$ cat src/rtl/led_fader.sv
// led_fader: two-channel (red/green) LED brightness fader with PWM dimming.
//
// Each channel ramps its current brightness (cur) toward a target that is
// either the channel's MAX register or zero, depending on the on/off request.
// Ramp steps are applied once per fade tick (every TICK_DIV xclk cycles), by
// STEP counts, clamped so the target is never overshot. STEP=0 jumps straight
// to the target. A shared PWM counter turns cur into a dimmed LED drive.
//
// Ports:
//   xclk       system clock, all state updates on the rising edge
//   sys_rst    asynchronous active-high reset (deassertion synchronised)
//   red_in     red on/off request
//   green_in   green on/off request
//   wr_stb     single-cycle register write strobe
//   wr_addr    write address: 0 MAX_R, 1 MAX_G, 2 STEP, 3 STATUS (read-only)
//   wr_data    write data
//   rd_addr    read address (same map)
//   rd_data    registered read data, one cycle after rd_addr is sampled
//   led_r      PWM-dimmed red drive (registered)
//   led_g      PWM-dimmed green drive (registered)
//   fade_busy  registered OR of both channels' ramp-busy flags
module led_fader #(
  parameter int TICK_DIV = 256,
  parameter int PWM_W    = 8
) (
  input  logic             xclk,
  input  logic             sys_rst,
  input  logic             red_in,
  input  logic             green_in,
  input  logic             wr_stb,
  input  logic [1:0]       wr_addr,
  input  logic [PWM_W-1:0] wr_data,
  input  logic [1:0]       rd_addr,
  output logic [PWM_W-1:0] rd_data,
  output logic             led_r,
  output logic             led_g,
  output logic             fade_busy
);

  localparam int PRE_W = $clog2(TICK_DIV);
  localparam logic [PRE_W-1:0] PRE_LAST  = PRE_W'(TICK_DIV - 1);
  localparam logic [PWM_W-1:0] PWM_FULL  = {PWM_W{1'b1}};
  localparam logic [PWM_W-1:0] PWM_LAST  = PWM_FULL - PWM_W'(1);

  typedef enum logic [1:0] {
    IDLE = 2'd0,
    UP   = 2'd1,
    DOWN = 2'd2
  } state_t;

  // Saturating ramp arithmetic. The upward sum is one bit wider so it can
  // never wrap; the downward path compares the remaining gap with STEP so
  // it can never underflow.
  function automatic logic [PWM_W-1:0] sat_up(input logic [PWM_W-1:0] cur,
                                              input logic [PWM_W-1:0] step,
                                              input logic [PWM_W-1:0] tgt);
    logic [PWM_W:0] sum;
    sum = {1'b0, cur} + {1'b0, step};
    if (sum >= {1'b0, tgt}) sat_up = tgt;
    else                    sat_up = sum[PWM_W-1:0];
  endfunction

  function automatic logic [PWM_W-1:0] sat_dn(input logic [PWM_W-1:0] cur,
                                              input logic [PWM_W-1:0] step,
                                              input logic [PWM_W-1:0] tgt);
    logic [PWM_W-1:0] gap;
    gap = cur - tgt;
    if (gap <= step) sat_dn = tgt;
    else             sat_dn = cur - step;
  endfunction

  // Reset synchroniser: assertion is immediate, release waits two edges.
  logic rst_meta_q;
  logic rst_q;

  always_ff @(posedge xclk or posedge sys_rst) begin
    if (sys_rst) begin
      rst_meta_q <= 1'b1;
      rst_q      <= 1'b1;
    end else begin
      rst_meta_q <= 1'b0;
      rst_q      <= rst_meta_q;
    end
  end

  logic [PWM_W-1:0] max_r_q, max_g_q, step_q;
  logic [PRE_W-1:0] presc_q;
  logic [PWM_W-1:0] pwm_cnt_q;
  logic [PWM_W-1:0] cur_r_q, cur_r_d, cur_g_q, cur_g_d;
  state_t           st_r_q, st_r_d, st_g_q, st_g_d;
  logic             led_r_q, led_g_q, fade_busy_q;
  logic [PWM_W-1:0] rd_data_q, rd_data_d;

  logic             tick;
  logic [PWM_W-1:0] tgt_r, tgt_g;
  logic             busy_r, busy_g;
  logic [PWM_W-1:0] status;

  // Register file. STATUS is derived, so writes to address 3 fall through.
  always_ff @(posedge xclk or posedge rst_q) begin
    if (rst_q) begin
      max_r_q <= PWM_FULL;
      max_g_q <= PWM_FULL;
      step_q  <= PWM_W'(1);
    end else if (wr_stb) begin
      case (wr_addr)
        2'd0:    max_r_q <= wr_data;
        2'd1:    max_g_q <= wr_data;
        2'd2:    step_q  <= wr_data;
        default: ;
      endcase
    end
  end

  assign tick = (presc_q == PRE_LAST);

  // Targets follow the requests combinationally, so a request change and a
  // tick in the same cycle ramp toward the new target. MAX changes only
  // reach the target after the register has been written.
  assign tgt_r = red_in   ? max_r_q : '0;
  assign tgt_g = green_in ? max_g_q : '0;

  // Per-channel FSM: the state is chosen fresh every cycle from cur vs
  // target, and the ramp step is applied in the direction of that state.
  always_comb begin
    st_r_d  = IDLE;
    cur_r_d = cur_r_q;
    if (cur_r_q < tgt_r)      st_r_d = UP;
    else if (cur_r_q > tgt_r) st_r_d = DOWN;
    if (step_q == '0) begin
      cur_r_d = tgt_r;
    end else if (tick) begin
      case (st_r_d)
        UP:      cur_r_d = sat_up(cur_r_q, step_q, tgt_r);
        DOWN:    cur_r_d = sat_dn(cur_r_q, step_q, tgt_r);
        default: cur_r_d = cur_r_q;
      endcase
    end
  end

  always_comb begin
    st_g_d  = IDLE;
    cur_g_d = cur_g_q;
    if (cur_g_q < tgt_g)      st_g_d = UP;
    else if (cur_g_q > tgt_g) st_g_d = DOWN;
    if (step_q == '0) begin
      cur_g_d = tgt_g;
    end else if (tick) begin
      case (st_g_d)
        UP:      cur_g_d = sat_up(cur_g_q, step_q, tgt_g);
        DOWN:    cur_g_d = sat_dn(cur_g_q, step_q, tgt_g);
        default: cur_g_d = cur_g_q;
      endcase
    end
  end

  assign busy_r = (st_r_q != IDLE);
  assign busy_g = (st_g_q != IDLE);

  always_comb begin
    status      = '0;
    status[3:0] = {cur_r_q != '0, cur_g_q != '0, busy_r, busy_g};
  end

  always_comb begin
    case (rd_addr)
      2'd0:    rd_data_d = max_r_q;
      2'd1:    rd_data_d = max_g_q;
      2'd2:    rd_data_d = step_q;
      default: rd_data_d = status;
    endcase
  end

  // The PWM period is 2^PWM_W-1 counts so that full scale (all ones) is a
  // solid 1 and zero is a solid 0.
  always_ff @(posedge xclk or posedge rst_q) begin
    if (rst_q) begin
      presc_q     <= '0;
      pwm_cnt_q   <= '0;
      cur_r_q     <= '0;
      cur_g_q     <= '0;
      st_r_q      <= IDLE;
      st_g_q      <= IDLE;
      led_r_q     <= 1'b0;
      led_g_q     <= 1'b0;
      fade_busy_q <= 1'b0;
      rd_data_q   <= '0;
    end else begin
      presc_q     <= tick ? '0 : presc_q + PRE_W'(1);
      pwm_cnt_q   <= (pwm_cnt_q == PWM_LAST) ? '0 : pwm_cnt_q + PWM_W'(1);
      cur_r_q     <= cur_r_d;
      cur_g_q     <= cur_g_d;
      st_r_q      <= st_r_d;
      st_g_q      <= st_g_d;
      led_r_q     <= (pwm_cnt_q < cur_r_q);
      led_g_q     <= (pwm_cnt_q < cur_g_q);
      fade_busy_q <= busy_r | busy_g;
      rd_data_q   <= rd_data_d;
    end
  end

  assign rd_data   = rd_data_q;
  assign led_r     = led_r_q;
  assign led_g     = led_g_q;
  assign fade_busy = fade_busy_q;

endmodule

$ cat config.mk
export PLATFORM = sky130hd
export DESIGN_NAME = led_fader
export DESIGN_NICKNAME = d
export VERILOG_FILES = /design/src/rtl/led_fader.sv
export SDC_FILE = /design/constraint.sdc
export NUM_CORES = 1
export LEC_CHECK = 0
export CAP_MARGIN = 5
export CORE_MARGIN = 1.5
export CORE_UTILIZATION = 56
export DETAILED_ROUTE_END_ITERATION = 6
export GPL_ROUTABILITY_DRIVEN = 0
export PLACE_DENSITY = 0.87
export SETUP_SLACK_MARGIN = 0.3
export SLEW_MARGIN = 20
export SYNTH_ARGS = -nofsm -noshare
export SYNTH_HDL_FRONTEND = slang
export SYNTH_SLANG_ARGS = --single-unit
$ cat constraint.sdc
create_clock -name xclk -period 2.05 [get_ports xclk]
set_input_delay 0.41 -clock xclk [delete_from_list [all_inputs] [get_ports xclk]]
set_output_delay 0.41 -clock xclk [all_outputs]
set_load 0.02 [all_outputs]
==> results of run 1 <==
per-stage QoR:
stage / instance area, um^2 / utilization / hold slack (ns)
2_1_floorplan: 6730 / - / 0.322
3_3_place_gp: 8450 / 0.746 / 0.150
3_5_place_dp: 8450 / 0.746 / 0.159
4_1_cts: 9250 / 0.817 / 0.165
logic make-up after synthesis:
family | after synthesis | synth area share
other cells | 1 | 0.000580
simple gates | 192 | 0.149
fa+ha+maj | 103 | 0.206
buf+inv | 65 | 0.0410
compound gates | 176 | 0.180
xor+xnor | 41 | 0.0555
mux | 47 | 0.0824
flops | 73 | 0.286
per-layer routing:
metal  GRT usage  GRT overflow
met1       0.772             0
met2       0.917             2
met3       0.698             0
met4       0.756             2
met5       0.321             0
repair_timing:
action,4_1_cts
endpoints found under the setup margin,22
pin swaps,49
setup buffers,18
gates resized for setup,85
==> impl_metrics.tcl, run 1 <==
set metrics [dict create \
    cts_max_path_buffers 2 \
    postGrtWorstEndpoint "cur_r_q[4]$_DFFE_PP0P_/D" \
    yosysTopAreaCell "dfrtp_1" \
    grt_max_degree 45 \
    yosysMostFrequentCell "ha_1" \
    synthesis.area_mm2 0.00647 \
    port_buffers 27 \
    cts_sinks 73 \
    yosysTopAreaCellShare 0.209 \
    num_rows 39 \
    cts-root-buf "clkbuf_16" \
    grt.total_usage 0.783 \
    yosysWarningCount 0 \
    dp_hpwl_mm 17.4 \
    dieHeight_um 110 \
    cts-buffers-inserted 9 \
    haltStage "global routing (5_1_grt)" \
    post-place-ws_ns -2.06 \
    synth.avg_cell_area_um2 9.27 \
    postSynth.asyncResetShare 1.00 \
    synth-seq-cells 73 \
    cts_max_level 3 \
    synth_flop_cell "dfrtp_1" \
    synth_edf_count 0 \
    die_w_um 110 \
    synth.distinct_cells 67 \
    synth_common_cells "ha_1 (97), nor2_1 (60), dfrtp_1 (54)" \
    yosysSeqAreaShare 0.286 \
    ctsHoldBuffers 0 \
    error "[ERROR GRT-0232] Routing congestion too high. Check the congestion heatmap in the GUI." \
    synth_fp_nets 818 \
    netlist_instances 698 \
    status "aborted with a tool error" \
    dp.cells 1035 \
    worst-ep-kind "sequential cell input" \
    overflow 4 \
    io_pins 28 \
    antenna_found_initial 5 \
    yosys-top-cells-area "dfrtp_1 (21%), ha_1 (19%), dfstp_2 (7.7%), mux2_2 (5.2%), a21oi_1 (3.7%)" \
    floorplan.initialDensity 0.571 \
]
==> inputs of run 2 (changes only) <==
Settings changed: CORE_UTILIZATION 56 to 40, PLACE_DENSITY 0.87 to not set, PLACE_DENSITY_LB_ADDON set to 0.15, SETUP_SLACK_MARGIN 0.3 to not set.
Clock period 2.05 ns to 2.7 ns, I/O delays scaled along.
==> impl_metrics.tcl, run 2 <==
set metrics [dict create \
    num_rows 46 \
    drv_cap 0 \
    power_mw 12.7 \
    synth.distinct_cells 67 \
    yosysSeqAreaShare 0.286 \
    grt_pass1_wl_mm 33.3 \
    finalWorstSetupSlack_ns -0.804 \
    die_w_um 130 \
    maxSlewHeadroom 0.608 \
    yosysMostFrequentCell "ha_1" \
    grt.total_usage 0.261 \
    dp_hpwl_mm 16.8 \
    hp-class "flip-flop to asynchronous set/reset pin" \
    overflow 0 \
    fin_util 0.592 \
    setup_violations 16 \
    clk_latency_ns 0.35 \
    multi_input_area_mm2 0.00487 \
    cts_tree "yes" \
    cts_max_path_buffers 2 \
    cp.required_ns 2.96 \
    violations "setup timing" \
    path_class "flip-flop to flip-flop" \
    dieHeight_um 130 \
    synthesis.area_mm2 0.00647 \
    synth-seq-cells 73 \
    ff2ff_setup_slack_ns -0.80 \
    layout-drive-gt1-share 0.391 \
    crit_chain "nand2_2, buf_6, ha_4, a21o_1, a21oi_2, o21bai_1, a21o_1, a31oi_2, xnor2_1, ha_1, a21oi_1, o21ai_1, o22ai_4, mux2_4, o221a_4, a211oi_2" \
    synth_fp_nets 818 \
    antenna_found_initial 0 \
    port_buffers 27 \
    pwr-share-comb 0.769 \
    die_area_mm2 0.0169 \
    wl_per_cell_um 18.8 \
    yosysWarningCount 0 \
    layout_common_cells "buf_4 (182), ha_1 (83), nor2_1 (57), dfrtp_1 (52), inv_1 (41)" \
    synth_fa_ha_area_frac 0.206 \
    rsz0062_at_grt "true" \
    synth_common_cells "ha_1 (97), nor2_1 (60), dfrtp_1 (54)" \
    cp_slowest_cell "dfstp_2" \
    worstMarginPinSlew_ns 0.586 \
    post-place-ws_ns -1.49 \
    ant_nets 0 \
    synth_edf_count 0 \
    yosysTopAreaCell "dfrtp_1" \
    seq_area_mm2 0.00185 \
    synth_compound_gate_area_share 0.180 \
    p_per_area_mw_per_mm2 1350 \
    io_pins 28 \
    synthMuxAreaShare 0.0824 \
    floorplan.initialDensity 0.409 \
    diodes 0 \
    postSynth.asyncResetShare 1.00 \
    cts-root-buf "clkbuf_16" \
    cpMostUsedCell "a21o_1" \
    yosysTopAreaCellShare 0.209 \
    dr.pass1.iters 5 \
    avgViaCountPerCell 5.44 \
    finalClockSkew_ns 0.0108 \
    vias 6198 \
    max_freq_mhz 285 \
    internal_power_mw 7.22 \
    dpl_cell_area_mm2 0.00851 \
    drt_iter0_markers 288 \
    grt_max_degree 50 \
    p_clk_frac 0.105 \
    arrival_ns 3.77 \
    p_switching_mw 5.47 \
    status "finished with violations" \
    slew_violations 0 \
    synth_flop_cell "dfrtp_1" \
    crit_path_max_incr_delay_ns 0.55 \
    hold_violations 0 \
    drc_errors 0 \
    seqPwrFrac 0.126 \
    cts.reportedPaths.clkPinSlew_ns 0.06 \
    irDropWorstVdd_uv 1130 \
    finalCritPeriodShare 1.30 \
    cp-end-kind "flip-flop" \
    core-area_mm2 0.0158 \
    totalWireLength_mm 21.4 \
    final_area_mm2 0.00937 \
    cts_max_level 3 \
    yosys-top-cells-area "dfrtp_1 (21%), ha_1 (19%), dfstp_2 (7.7%), mux2_2 (5.2%), a21oi_1 (3.7%)" \
    cts_sinks 73 \
    startpoint_type "flip-flop" \
    synth_xor_xnor_area_share 0.0555 \
    p_leak_nw 4.25 \
    synth_top_family_by_area "adder cells" \
    nets 1039 \
    yosys.area_share.simple 0.149 \
    grt_pass1_vias 6172 \
    cts-buffers-inserted 9 \
    netSwitchingFraction 0.431 \
    post-route-min-period_ns 3.50 \
    syn_to_final_growth_pct 44.9 \
    layout_commonest_cell "buf_4" \
    fillers 1392 \
    netlist_instances 698 \
    crit_fanout 6 \
    synth.avg_cell_area_um2 9.27 \
]
==> run 2: repair_timing <==
item | CTS | global route
resized for setup | 33 | 51
pin swaps | 32 | 39
buffers inserted | 12 | 7
setup endpoints to repair | 18 | 17
hold endpoints to repair | 0 | 0
hold buffers | 0 | 0
==> run 2: cells by family after synthesis <==
logic type                 count (synthesis)
other                                      1
xor gates and xnor gates                  41
muxes                                     47
adders and majority gates                103
DFF                                       73
AOI/OAI and AO/OA                        176
and+or+nand+nor                          192
buffers and inverters                     65
==> run 2: worst paths after layout <==
path / from / endpoint / cells past startpoint
max reg2reg: max_r_q[1]$_DFFE_PP1P_ / cur_r_q[4]$_DFFE_PP0P_ / 16
max in group asynchronous: rst_q$_DFF_PP1_ / max_g_q[3]$_DFFE_PP1P_ / 2
max: max_r_q[1]$_DFFE_PP1P_ / cur_r_q[4]$_DFFE_PP0P_ / 16
min reg2reg: rst_q$_DFF_PP1_ / cur_g_q[7]$_DFFE_PP0P_ / 1
min: rst_q$_DFF_PP1_ / cur_g_q[7]$_DFFE_PP0P_ / 1
min in group xclk: rst_meta_q$_DFF_PP1_ / rst_q$_DFF_PP1_ / 0
==> run 2: critical path: cells and delay by family, from the launching register on <==
family | cells | cell delay (ns)
AO/OA/AOI/OAI | 10 | 1.72
XOR/XNOR | 1 | 0.14
adder cells (fa/ha/maj) | 2 | 0.42
buffers and inverters | 1 | 0.14
flip-flops | 1 | 0.55
multiplexers | 1 | 0.34
AND/OR/NAND/NOR | 1 | 0.08
==> run 2: stage by stage <==
step	hold WS, ns	std cells	TNS, ns
after global routing	0.364	1140	-14.10
final	0.305	1140	-11.69
after floorplan	0.345	698	-9.13
after global placement	0.322	1106	-20.49
after CTS	0.331	1134	-12.03
after detailed placement	0.341	1106	-23.17
==> run 2: final cells by class <==
type                            count  share of cell area
Clock inverter                      6             0.00975
Timing Repair Buffer              228               0.200
Sequential cell                    73               0.198
Multi-Input combinational cell    560               0.520
Tap cell                          216              0.0288
Clock buffer                       10              0.0244
Inverter                           47              0.0191
==> run 2: power groups by stage <==
stage	logic [mW]	registers [mW]	clock network (mW)
6_report	9.76	1.60	1.33
5_1_grt	10.5	1.62	1.40
4_1_cts	8.96	1.57	1.36
3_5_place_dp	8.21	1.58	0
3_3_place_gp	7.97	1.58	0
2_1_floorplan	4.92	1.67	0
==> run 2: layer usage <==
layer  track usage  up-vias  share of wire
li1              -     2970              -
met1         0.369     3014           0.47
met2         0.409      180           0.45
met3        0.0398       34          0.049
met4        0.0817        0          0.024
met5             0        -              0
No activity file was read; power rests on OpenSTA's default activity.
